$ cat src/rtl/serial_subtractor.sv
`timescale 1ns/1ps
`default_nettype none
// ============================================================================
// Module   : serial_subtractor
// Purpose  : Digit-serial unsigned subtractor, diff = a - b - bin, with
//            valid/ready handshakes on both sides. Each RUN cycle handles
//            DIGIT bits, so a result takes WIDTH/DIGIT cycles.
// Options  : define SERIAL_SUBTRACTOR_OVF_EN to add the two's-complement
//            overflow output 'ovf'.
// Revision : 1.0 - initial release
// ============================================================================
module serial_subtractor #(
  parameter int unsigned WIDTH = 8,
  parameter int unsigned DIGIT = 1   // WIDTH must be a multiple of DIGIT
) (
  input  logic             clk,
  input  logic             rst,
  input  logic             in_valid,
  output logic             in_ready,
  input  logic [WIDTH-1:0] a,
  input  logic [WIDTH-1:0] b,
  input  logic             bin,
  output logic             out_valid,
  input  logic             out_ready,
  output logic [WIDTH-1:0] diff,
  output logic             bout
`ifdef SERIAL_SUBTRACTOR_OVF_EN
  ,
  output logic             ovf
`endif
);

  localparam int unsigned        C_STEPS = WIDTH / DIGIT;
  localparam int unsigned        C_CNT_W = (C_STEPS > 1) ? $clog2(C_STEPS) : 1;
  localparam logic [C_CNT_W-1:0] C_LAST  = C_CNT_W'(C_STEPS - 1);

  localparam logic [1:0] S_IDLE = 2'd0;
  localparam logic [1:0] S_RUN  = 2'd1;
  localparam logic [1:0] S_DONE = 2'd2;

  logic [1:0]         r_state;
  logic [1:0]         w_next_state;
  logic [WIDTH-1:0]   r_a;          // minuend, shifted right each step
  logic [WIDTH-1:0]   r_b;          // subtrahend, shifted right each step
  logic [WIDTH-1:0]   r_acc;        // result bits collected from the top down
  logic               r_borrow;     // borrow carried between steps
  logic [C_CNT_W-1:0] r_cnt;
  logic [WIDTH-1:0]   r_diff;
  logic               r_bout;
  logic [DIGIT-1:0]   w_digit;
  logic               w_borrow_next;
  logic [WIDTH-1:0]   w_acc_next;
  logic               w_accept;
  logic               w_last;

`ifdef SERIAL_SUBTRACTOR_OVF_EN
  logic r_a_msb;
  logic r_b_msb;
  logic r_ovf;
`endif

  assign w_accept = in_valid & in_ready;
  assign w_last   = (r_state == S_RUN) && (r_cnt == C_LAST);

  // State register: reset forces IDLE, which aborts any operation in flight.
  always_ff @(posedge clk) begin
    if (rst) begin
      r_state <= S_IDLE;
    end else begin
      r_state <= w_next_state;
    end
  end

  // Next-state logic: accept in IDLE, count STEPS cycles in RUN, hold in DONE
  // until the consumer takes the result.
  always_comb begin
    w_next_state = r_state;
    case (r_state)
      S_IDLE:  if (in_valid)  w_next_state = S_RUN;
      S_RUN:   if (w_last)    w_next_state = S_DONE;
      S_DONE:  if (out_ready) w_next_state = S_IDLE;
      default:                w_next_state = S_IDLE;
    endcase
  end

  // Handshake outputs decoded from the state alone; no accept during handoff.
  always_comb begin
    in_ready  = (r_state == S_IDLE);
    out_valid = (r_state == S_DONE);
  end

  // One DIGIT-wide ripple of full subtractors fed by the registered borrow.
  always_comb begin : p_sub
    logic br;
    br      = r_borrow;
    w_digit = '0;
    for (int i = 0; i < int'(DIGIT); i++) begin
      w_digit[i] = r_a[i] ^ r_b[i] ^ br;
      br         = (~r_a[i] & r_b[i]) | (~(r_a[i] ^ r_b[i]) & br);
    end
    w_borrow_next = br;
  end

  // New digits enter at the top so the first digit ends up at bit 0.
  generate
    if (DIGIT == WIDTH) begin : g_acc_full
      assign w_acc_next = w_digit;
    end else begin : g_acc_shift
      assign w_acc_next = {w_digit, r_acc[WIDTH-1:DIGIT]};
    end
  endgenerate

  // Datapath: latch operands on accept, step in RUN, publish on the last step.
  // Results go to separate output registers so diff/bout only change once.
  always_ff @(posedge clk) begin
    if (rst) begin
      r_a      <= '0;
      r_b      <= '0;
      r_acc    <= '0;
      r_borrow <= 1'b0;
      r_cnt    <= '0;
      r_diff   <= '0;
      r_bout   <= 1'b0;
`ifdef SERIAL_SUBTRACTOR_OVF_EN
      r_a_msb  <= 1'b0;
      r_b_msb  <= 1'b0;
      r_ovf    <= 1'b0;
`endif
    end else if (w_accept) begin
      r_a      <= a;
      r_b      <= b;
      r_borrow <= bin;
      r_cnt    <= '0;
`ifdef SERIAL_SUBTRACTOR_OVF_EN
      r_a_msb  <= a[WIDTH-1];
      r_b_msb  <= b[WIDTH-1];
`endif
    end else if (r_state == S_RUN) begin
      r_a      <= r_a >> DIGIT;
      r_b      <= r_b >> DIGIT;
      r_acc    <= w_acc_next;
      r_borrow <= w_borrow_next;
      r_cnt    <= r_cnt + C_CNT_W'(1);
      if (w_last) begin
        r_diff <= w_acc_next;
        r_bout <= w_borrow_next;
`ifdef SERIAL_SUBTRACTOR_OVF_EN
        r_ovf  <= (r_a_msb ^ r_b_msb) & (r_a_msb ^ w_acc_next[WIDTH-1]);
`endif
      end
    end
  end

  assign diff = r_diff;
  assign bout = r_bout;
`ifdef SERIAL_SUBTRACTOR_OVF_EN
  assign ovf  = r_ovf;
`endif

endmodule
`default_nettype wire

$ cat config.mk
export PLATFORM = sky130hd
export DESIGN_NAME = serial_subtractor
export DESIGN_NICKNAME = d
export VERILOG_FILES = /design/src/rtl/serial_subtractor.sv
export SDC_FILE = /design/constraint.sdc
export NUM_CORES = 1
export LEC_CHECK = 0
export ABC_AREA = 1
export CAP_MARGIN = 20
export CORE_MARGIN = 4
export CORE_UTILIZATION = 52
export CTS_BUF_LIST = sky130_fd_sc_hd__clkbuf_8
export CTS_CLUSTER_SIZE = 14
export DETAILED_ROUTE_END_ITERATION = 10
export PLACE_DENSITY = 0.78
export SLEW_MARGIN = 20
export SYNTH_ARGS = -nofsm -noshare
export SYNTH_HDL_FRONTEND = slang
export SYNTH_SLANG_ARGS = --single-unit
$ cat constraint.sdc
create_clock -name clk -period 1.6 [get_ports clk]
set_input_delay 0.16 -clock clk [delete_from_list [all_inputs] [get_ports clk]]
set_output_delay 0.16 -clock clk [all_outputs]
set_load 0.02 [all_outputs]
* Word level (Yosys, flattened, before mapping)
Cells that the tools add are included.
** Storage, ports and cells
- Input port bits :: 21
- Logic and storage cells :: 41
- Output and inout bits :: 11
- Bits in latches :: 0
- Memory bits (read-only) :: 0
- Memory bits (writable) :: 0
- Memories :: 0
- Bits in registers :: 39
** Cells by class
- Divide/modulo/power cells :: 0
- $add $sub $neg :: 1
- $mul :: 0
- Reduce and logical (&&, ||, !) cells :: 7
- Order comparisons :: 0
- Shift operators :: 0
- Eq/ne operators :: 6
- Multiplexer cells :: 10
- Bitwise gates (word level) :: 9
** Operators by type and width (count)
- $mux 8 :: 4
- $mux 2 :: 3
- $pmux 2 s3 :: 1
- $reduce_and 3->1 :: 2
- $ne 2x2->1 const B :: 2
- $add 3x1->3 const B :: 1
- $and 1x1->1 :: 3
- $eq 3x3->1 const B :: 1
- $not 1->1 :: 3
- $eq 2x1->1 const B :: 1
- $eq 2x2->1 const B :: 1
- $logic_not 2->1 :: 1
- $mux 1 :: 2
- $ne 2x1->1 const B :: 1
- $reduce_and 2->1 :: 1
- $reduce_bool 2->1 :: 1
- $reduce_or 2->1 :: 1
- $xor 1x1->1 :: 2
- $logic_and 1x1->1 :: 1
- $or 1x1->1 :: 1

* Logic depth before layout (Yosys ltp)
Gate-level depths: netlist of the first run.
- Word-level depth :: 6
- Gate-level depth with buffers :: 7

* Least setup slack after synthesis of the first run
OpenSTA, ideal clock, no wires.
- Path kind :: register to register
- From :: register r_state[0]
- To :: register r_a[6]
- Path slack :: 0.428 ns
- Path buffers :: 2
- Library setup time :: 0.132 ns
- Required time :: 1.468 ns
- Cell stages (with the launch flop) :: 7
- Arrival time :: 1.040 ns
- Cells stage by stage :: dfxtp_1 -> buf_6 -> nor2_4 -> buf_2 -> nand3_1 -> nand2_1 -> a21oi_1
** Between the ends
- Cells in the longest elaborated chain, start to end :: 3
- Elaborated cells between the ends (all ways) :: 5
- Classes of those cells :: 1 x eq/ne; 1 x mux; 1 x bitwise; 2 x reduce/logical
** RTL lines
- start: declaration :: line 41 : logic [1:0] r_state;
- start signal: assignment :: line 70 : r_state <= w_next_state;
- $logic_not 2->1 * :: line 88 : in_ready = (r_state == S_IDLE);
- net in_ready :: line 19 : output logic in_ready,
- $and 1x1->1 * :: line 62 : assign w_accept = in_valid & in_ready;
- $mux 8 or $reduce_bool 2->1 (tied branches)
- end signal: assignment :: line 139 : r_a <= r_a >> DIGIT;
- end: declaration :: line 43 : logic [WIDTH-1:0] r_a;
Mark *: on every way through the listed nets, which the timed path passes. The rest lies on a longest branch.
A chain may end at the register's enable or synchronous reset.

* Worst setup path after layout of the first run
- From :: register r_bout (netlist: bout)
- To :: output bout
** RTL lines
- start: declaration :: line 49 : logic r_bout;
- start signal: assignment :: line 146 : r_bout <= w_borrow_next;
- end: declaration :: line 26 : output logic bout
No word-level cell between the ends.

==> impl_results.md, run 1 <==
* Status: finished, final reports clean
* Required time worst endpoint at 1.44 ns
* Worst setup path endpoint: bout
* Max stage delay cell, worst path: clkdlybuf4s50_1
* Total die area at 4307 um2
* R2r setup slk at 0.25 ns
* Vias in the first global route at 1470
* CP top delay family: buffers and inverters
* Pre-antenna DRT Iters at 4
* Placed Cells at 315
* Final hold vios at 0
* Worst relative slew slack at 72.07%
* Initial core utilization at 55.65%
* Post-synthesis instance area at 1727 um2
* Cell Chain, Critical Path: clkdlybuf4s50_1
* Netlist cell types at 19
* PD cells at 894.5 nW/um2
* Flops & latches, synth at 38
* Top cells by area, synth: dfxtp_1 44%, nand2_1 13%, nor2_1 8.5%
* Final #Nets at 302
* GP Congestion at 0.7759
* Min-Delay Path Class: primary input to register
* Max_cap viols at 0
* DR DRC count at 0
* DRT iter0 DRCs at 137
* GR Overflow Total at 0
* Crit share post-route at 87.36%
* I/O pin total at 32
* Crit Path Max Fanout at 2
* CP startpoint kind: register
* Leak at 1.009 nW
* Hold slack at 0.4252 ns
* Crit path arrival time at 1.24 ns
* Sequential fraction of the synthesis area at 44.06%
* RSZ-0062 raised after global routing: false
* CP Capture Type: output pin
* Ys Warns at 0
* Pin count of the biggest net entering global routing at 21
* Post-Route WL at 3.591 mm
* Ratio of cells with drive above 1 in the final layout at 8.993%
* Crit path time final at 1.398 ns
* Buffers & Inverters on Critical Path at 1
* Critical path class: register to output pin
* Final total power at 1.930 mW
* Fmax at 715.4 MHz
* Non-filler cells, final at 322
* Max Root-Sink Buffers at 2
* Worst VDD drop at 0.5857 mV
* Clock transition at path regs at 0.07 ns
* CTS tree: built
* Multi-input gate area at 790.8 um2
* Clk sinks at 38
* Final core occ at 69.52%
* Yosys top cell by area: dfxtp_1
* Die Wd at 65.63 um
* CTS buffer count at 5
* First-pass GRT wire length at 6.237 mm
* Postcts setup bufs at 0
* H-tree levels at 2
* Endpoints failing setup at 0
* Syn_area_per_cell at 7.106 um2
* Routed length per instance at 11.15 um
* Share of the synthesized area in the top cell type at 44.06%
* Mapped Nets at 267
* Die Y at 65.63 um
* Std-Cell Rows at 20
* Worst-case reg-to-reg path depth at 7
* Hpwl dp at 2.557 mm
* Initial antenna violation count at 0
* Area growth from synthesis to layout at 24.93%
* Core area at 3103 um2
* RR Startpoint: r_state[0]
* Total negative setup slack at 0 ns
* Reg2reg end: r_b[0]
* Number of antenna diodes at 0
* Worst-margin pin slew at 0.4185 ns
* Max-slew violations at 0
* CTS root buf: clkbuf_8
* Crit-path max cell delay at 0.62 ns
* Vias at 1536
* Levels on crit path at 1
* Global-route usage over all layers at 18.77%
* Buffers on Ports at 31
* # fillers at 289
* Worst Setup SP: bout
* Detail Route Antenna Nets at 0
* Vias per inst at 4.770
* FF/Latch Area at 762.0 um2
* Worst-skew pair later-pin latency at 0.29 ns
* Final Skew at 0.005107 ns
* Syn Inst Count at 243
==> cell usage after synthesis <==
master,count
nand2_1,59
nor2_1,39
dfxtp_1,38
nand3_1,26
inv_1,21
a21oi_1,18
o21ai_1,15
buf_2,5
nor2_4,4
buf_6,3
clkbuf_1,3
buf_4,2
ha_1,2
inv_2,2
nand2_2,2
clkinv_1,1
fa_1,1
o21ai_4,1
xor2_1,1
==> cell type report <==
type | instances | area share, %
Clock buffer | 5 | 3.190
Clock inverter | 2 | 0.3480
Inverter | 24 | 4.176
Multi-Input combinational cell | 168 | 36.66
Sequential cell | 38 | 35.32
Tap cell | 44 | 2.552
Timing Repair Buffer | 41 | 17.75
==> where the power goes <==
group          total (mW)  internal, mW  leakage [nW]  switching (mW)
registers            1.03          1.00         0.312          0.0344
clock network       0.595         0.287        0.0466           0.308
logic               0.300         0.137         0.651           0.163
total                1.93          1.42          1.01           0.505
==> per-stage QoR <==
| step | setup slack (ns) | area (um2) |
|---|---|---|
| global placement | 0.2215 | 2082 |
| finish | 0.2022 | 2157 |
| floorplan | 0.4279 | 1727 |
| CTS | 0.1896 | 2157 |
| detailed placement | 0.2126 | 2082 |
| global route | 0.1212 | 2157 |
==> worst min path at each step <==
| stage | startpoint | end | cells after the start |
|---|---|---|---|
| after floorplan | a[7] | r_a[7] | 2 |
| after global placement | r_a[5] | r_a[5] | 2 |
| after detailed placement | r_a[6] | r_a[6] | 2 |
| after CTS | b[7] | r_b[7] | 3 |
| after global routing | a[7] | r_a[7] | 3 |
| final | b[7] | r_b[7] | 3 |
==> cells by family after synthesis <==
family	after synthesis	synth area share (%)
simple gates	130	32.17
buf+inv	37	10.14
compound gates	34	10.51
xor+xnor	1	0.5073
fa+ha+maj	3	2.609
flops	38	44.06
==> flip-flops by register name, indices dropped and copies added, names as in the netlist <==
name	count
diff	8
r_a	8
r_b	8
r_acc	7
r_cnt	3
r_state	2
bout	1
r_borrow	1
==> layer usage <==
metal / up-vias / GRT usage, % / wire, um
li1: 827 / - / -
met5: - / 0 / 0
met1: 677 / 24.20 / 1796
met4: 0 / 7.772 / 63
met3: 7 / 5.812 / 155
met2: 25 / 28.91 / 1575
==> tightest hold or removal path, cell delays in order <==
cell             delay, ns
clkdlybuf4s50_1       0.39
nand2_1               0.06
a21oi_1               0.05
==> repair_timing <==
action,in CTS,in global routing
setup endpoints to repair,2,0
hold endpoints to repair,0,0
hold buffers,0,0
resized for setup,3,0
==> cells in the final DEF, fill, tap and decap left out, types with 4 or more instances in the layout <==
| cell type | Yosys | final |
|---|---|---|
| buf_4 | 2 | 10 |
| inv_1 | 21 | 23 |
| a21oi_1 | 18 | 18 |
| nor2_4 | 4 | 4 |
| nand3_1 | 26 | 26 |
| nand2_1 | 59 | 59 |
| nor2_1 | 39 | 39 |
| clkbuf_8 | 0 | 5 |
| clkdlybuf4s50_1 | 0 | 29 |
| dfxtp_1 | 38 | 37 |
| o21ai_1 | 15 | 15 |
Note: power is estimated with default switching activity, not from simulation.
==> run 2, diff against run 1 <==
Settings changed: CELL_PAD_IN_SITES_DETAIL_PLACEMENT set to 0, CELL_PAD_IN_SITES_GLOBAL_PLACEMENT set to 1, CORE_UTILIZATION 52 to 38, PLACE_DENSITY 0.78 to 0.79, RECOVER_POWER set to 100.
==> run 2 against run 1 <==
  * Final cell count grew 2.5%
  * Worst setup slack worse by 0.047 ns
  * Worst hold slack better by 0.019 ns
  * Largest power group unchanged
  * Critical path depth stayed put
  * Non-clock buffer count did not move
  * Clock skew down 0.0016 ns
  * Sequential share of layout area grew 0.15 points
  * Via count decreased by 0.98%
  * Die area rose by 32%
  * Flip-flop and latch count unchanged
  * Largest cell class unchanged
  * Final area fell by 0.58%
==> impl_results.md, run 2 (synthesis gave the netlist of run 1 again) <==
* Status: finished, final reports clean
* Post-CTS Resized at 3 (unchanged)
* GR peak layer: met2
* GP Congestion at 0.7399 (-4.6%)
* Crit share post-route at 90.28% (+2.9 points)
* Crit path time final at 1.445 ns (+0.04676 ns)
* Hpwl dp at 2.511 mm (-1.8%)
* Endpoints failing setup at 0 (unchanged)
* CTS tree: built
* Final hold vios at 0 (unchanged)
* Ratio of cells with drive above 1 in the final layout at 7.914% (-1.1 points)
* Worst relative slew slack at 74.18% (+2.1 points)
* Worst-skew pair later-pin latency at 0.28 ns (about the same)
* RR Startpoint: r_state[0]
* H-tree levels at 2 (unchanged)
* Most frequent cells in the layout: 60 x nand2_1, 39 x nor2_1, 38 x dfxtp_1, 26 x nand3_1, 23 x inv_1
* Reg2reg end: r_acc[1]
* Min-Delay Path Class: primary input to register
* Initial antenna violation count at 0 (unchanged)
* Cell Chain, Critical Path: dlygate4sd3_1
* Worst VDD drop at 0.3562 mV (-39%)
* Buffers on Ports at 31 (unchanged)
* PD cells at 892.0 nW/um2 (-0.28%)
* First-pass GRT wire length at 6.203 mm (-0.55%)
* Required time worst endpoint at 1.44 ns (about the same)
* Worst-margin pin slew at 0.3868 ns (-0.03171 ns)
* Detail Route Antenna Nets at 0 (unchanged)
* Met1 Usage GRT at 18.80% (-5.4 points)
* Postcts setup bufs at 0 (unchanged)
* Max Root-Sink Buffers at 2 (unchanged)
* Worst setup path endpoint: bout
* Leak at 1.036 nW (+2.7%)
* Global-route usage over all layers at 14.37% (-4.4 points)
* Crit-path max cell delay at 0.67 ns (+0.05 ns)
* CTS root buf: clkbuf_8
* Core area at 4384 um2 (+41%)
* Number of antenna diodes at 0 (unchanged)
* Crit Path Max Fanout at 2 (unchanged)
* CTS buffer count at 5 (unchanged)
* Std-Cell Rows at 24 (+20%)
* Total negative setup slack at 0 ns (unchanged)
* Met2 Usage GRT at 23.01% (-5.9 points)
* Max-slew violations at 0 (unchanged)
* Clk sinks at 38 (unchanged)
* Vias at 1521 (-0.98%)
* CP top delay family: buffers and inverters
* Crit path arrival time at 1.28 ns (+0.04 ns)
* Met3 Resource Use GR at 4.354% (-1.5 points)
* Hold Buf Count CTS at 0 (unchanged)
* Routed length per instance at 11.03 um (-1.1%)
* Worst-case reg-to-reg path depth at 5 (-2)
* Pre-antenna DRT Iters at 4 (unchanged)
* DR DRC count at 0 (unchanged)
* Area growth from synthesis to layout at 24.20%
* Total die area at 5686 um2 (+32%)
* Die Wd at 75.41 um (+15%)
* Placed cell areas at 2092 um2 (+0.48%)
* Critical path class: register to output pin
* Levels on crit path at 1 (unchanged)
* Final Skew at 0.003483 ns (-0.001624 ns)
* GR Overflow Total at 0 (unchanged)
* Buffers & Inverters on Critical Path at 1 (unchanged)
* DRT iter0 DRCs at 104 (-24%)
* I/O pin total at 32 (unchanged)
* Fmax at 692.3 MHz (-3.2%)
* Clock transition at path regs at 0.07 ns (about the same)
* Initial core utilization at 39.38% (-16 points)
* Die Y at 75.41 um (+15%)
* Pin count of the biggest net entering global routing at 21 (unchanged)
* Worst Setup SP: bout
* Post-route cell area at 2145 um2 (-0.58%)
* CP startpoint kind: register
* Vias in the first global route at 1373 (-6.6%)
* Max_cap viols at 0 (unchanged)
* Vias per inst at 4.609 (-3.4%)
* Final #Nets at 302 (unchanged)
* RSZ-0062 raised after global routing: false
* CP Capture Type: output pin
* R2r setup slk at 0.19 ns (-0.06 ns)
* Most common cell after layout, fill and taps aside: nand2_1
* Max stage delay cell, worst path: dlygate4sd3_1
* Hold slack at 0.4438 ns (+0.01854 ns)
* Post-Route WL at 3.639 mm (+1.3%)
[run 2: changes by cell type in the layout (fill, tap and decap cells not counted), sizes merged]
cell,delta
buf,-3
clkbuf,+3
clkdlybuf4s50,-9
dlygate4sd3,+9
[run 2: worst register-to-register path, stage by stage, from the launching register on]
cell and delay, ns:
dfxtp_1 0.47, buf_4 0.25, nand2_1 0.12, clkbuf_2 0.20
o21ai_0 0.20, nor2_1 0.06
[run 2: layout make-up]
cell class,count,area [um2]
clock buffers,5,68.82
repair buffers,41,375.4
well taps,52,65.06
multi-input cells,168,777.0
clock inverters,2,7.507
inverters,24,90.09
flip-flops and latches,38,760.7
fillers,466,2240
[run 2: worst min path at each step]
stage | from | to | slack (ns) | cells after the start
5_1_grt | a[7] | r_a[7] | 0.45 | 3
2_1_floorplan | a[7] | r_a[7] | 0.30 | 2
4_1_cts | a[7] | r_a[7] | 0.43 | 3
3_5_place_dp | r_b[3] | r_b[3] | 0.45 | 2
3_3_place_gp | r_b[3] | r_b[3] | 0.45 | 2
6_report | a[7] | r_a[7] | 0.44 | 3
[run 2: per-stage QoR]
stage / utilization [%] / total power, mW / worst slack [ns] / instances
floorplan: - / 1.253 / 0.4279 / 243
global placement: 47.72 / 1.353 / 0.2477 / 323
detailed placement: 47.72 / 1.355 / 0.2363 / 323
CTS: 49.43 / 1.955 / 0.2046 / 330
global route: 48.92 / 2.027 / 0.07999 / 330
finish: 48.92 / 1.913 / 0.1555 / 330
[run 2: where the power goes]
part / leakage [nW] / switching, mW / total (mW) / internal (mW)
combinational: 0.679 / 0.157 / 0.285 / 0.128
clock: 0.0466 / 0.307 / 0.594 / 0.287
sequential: 0.311 / 0.0335 / 1.03 / 1.00
[run 2: metal layers]
layer | share of wire, % | wire length (um)
met1 | 50 | 1824
met2 | 46 | 1688
met3 | 2.7 | 99
met4 | 0.71 | 26
met5 | 0 | 0
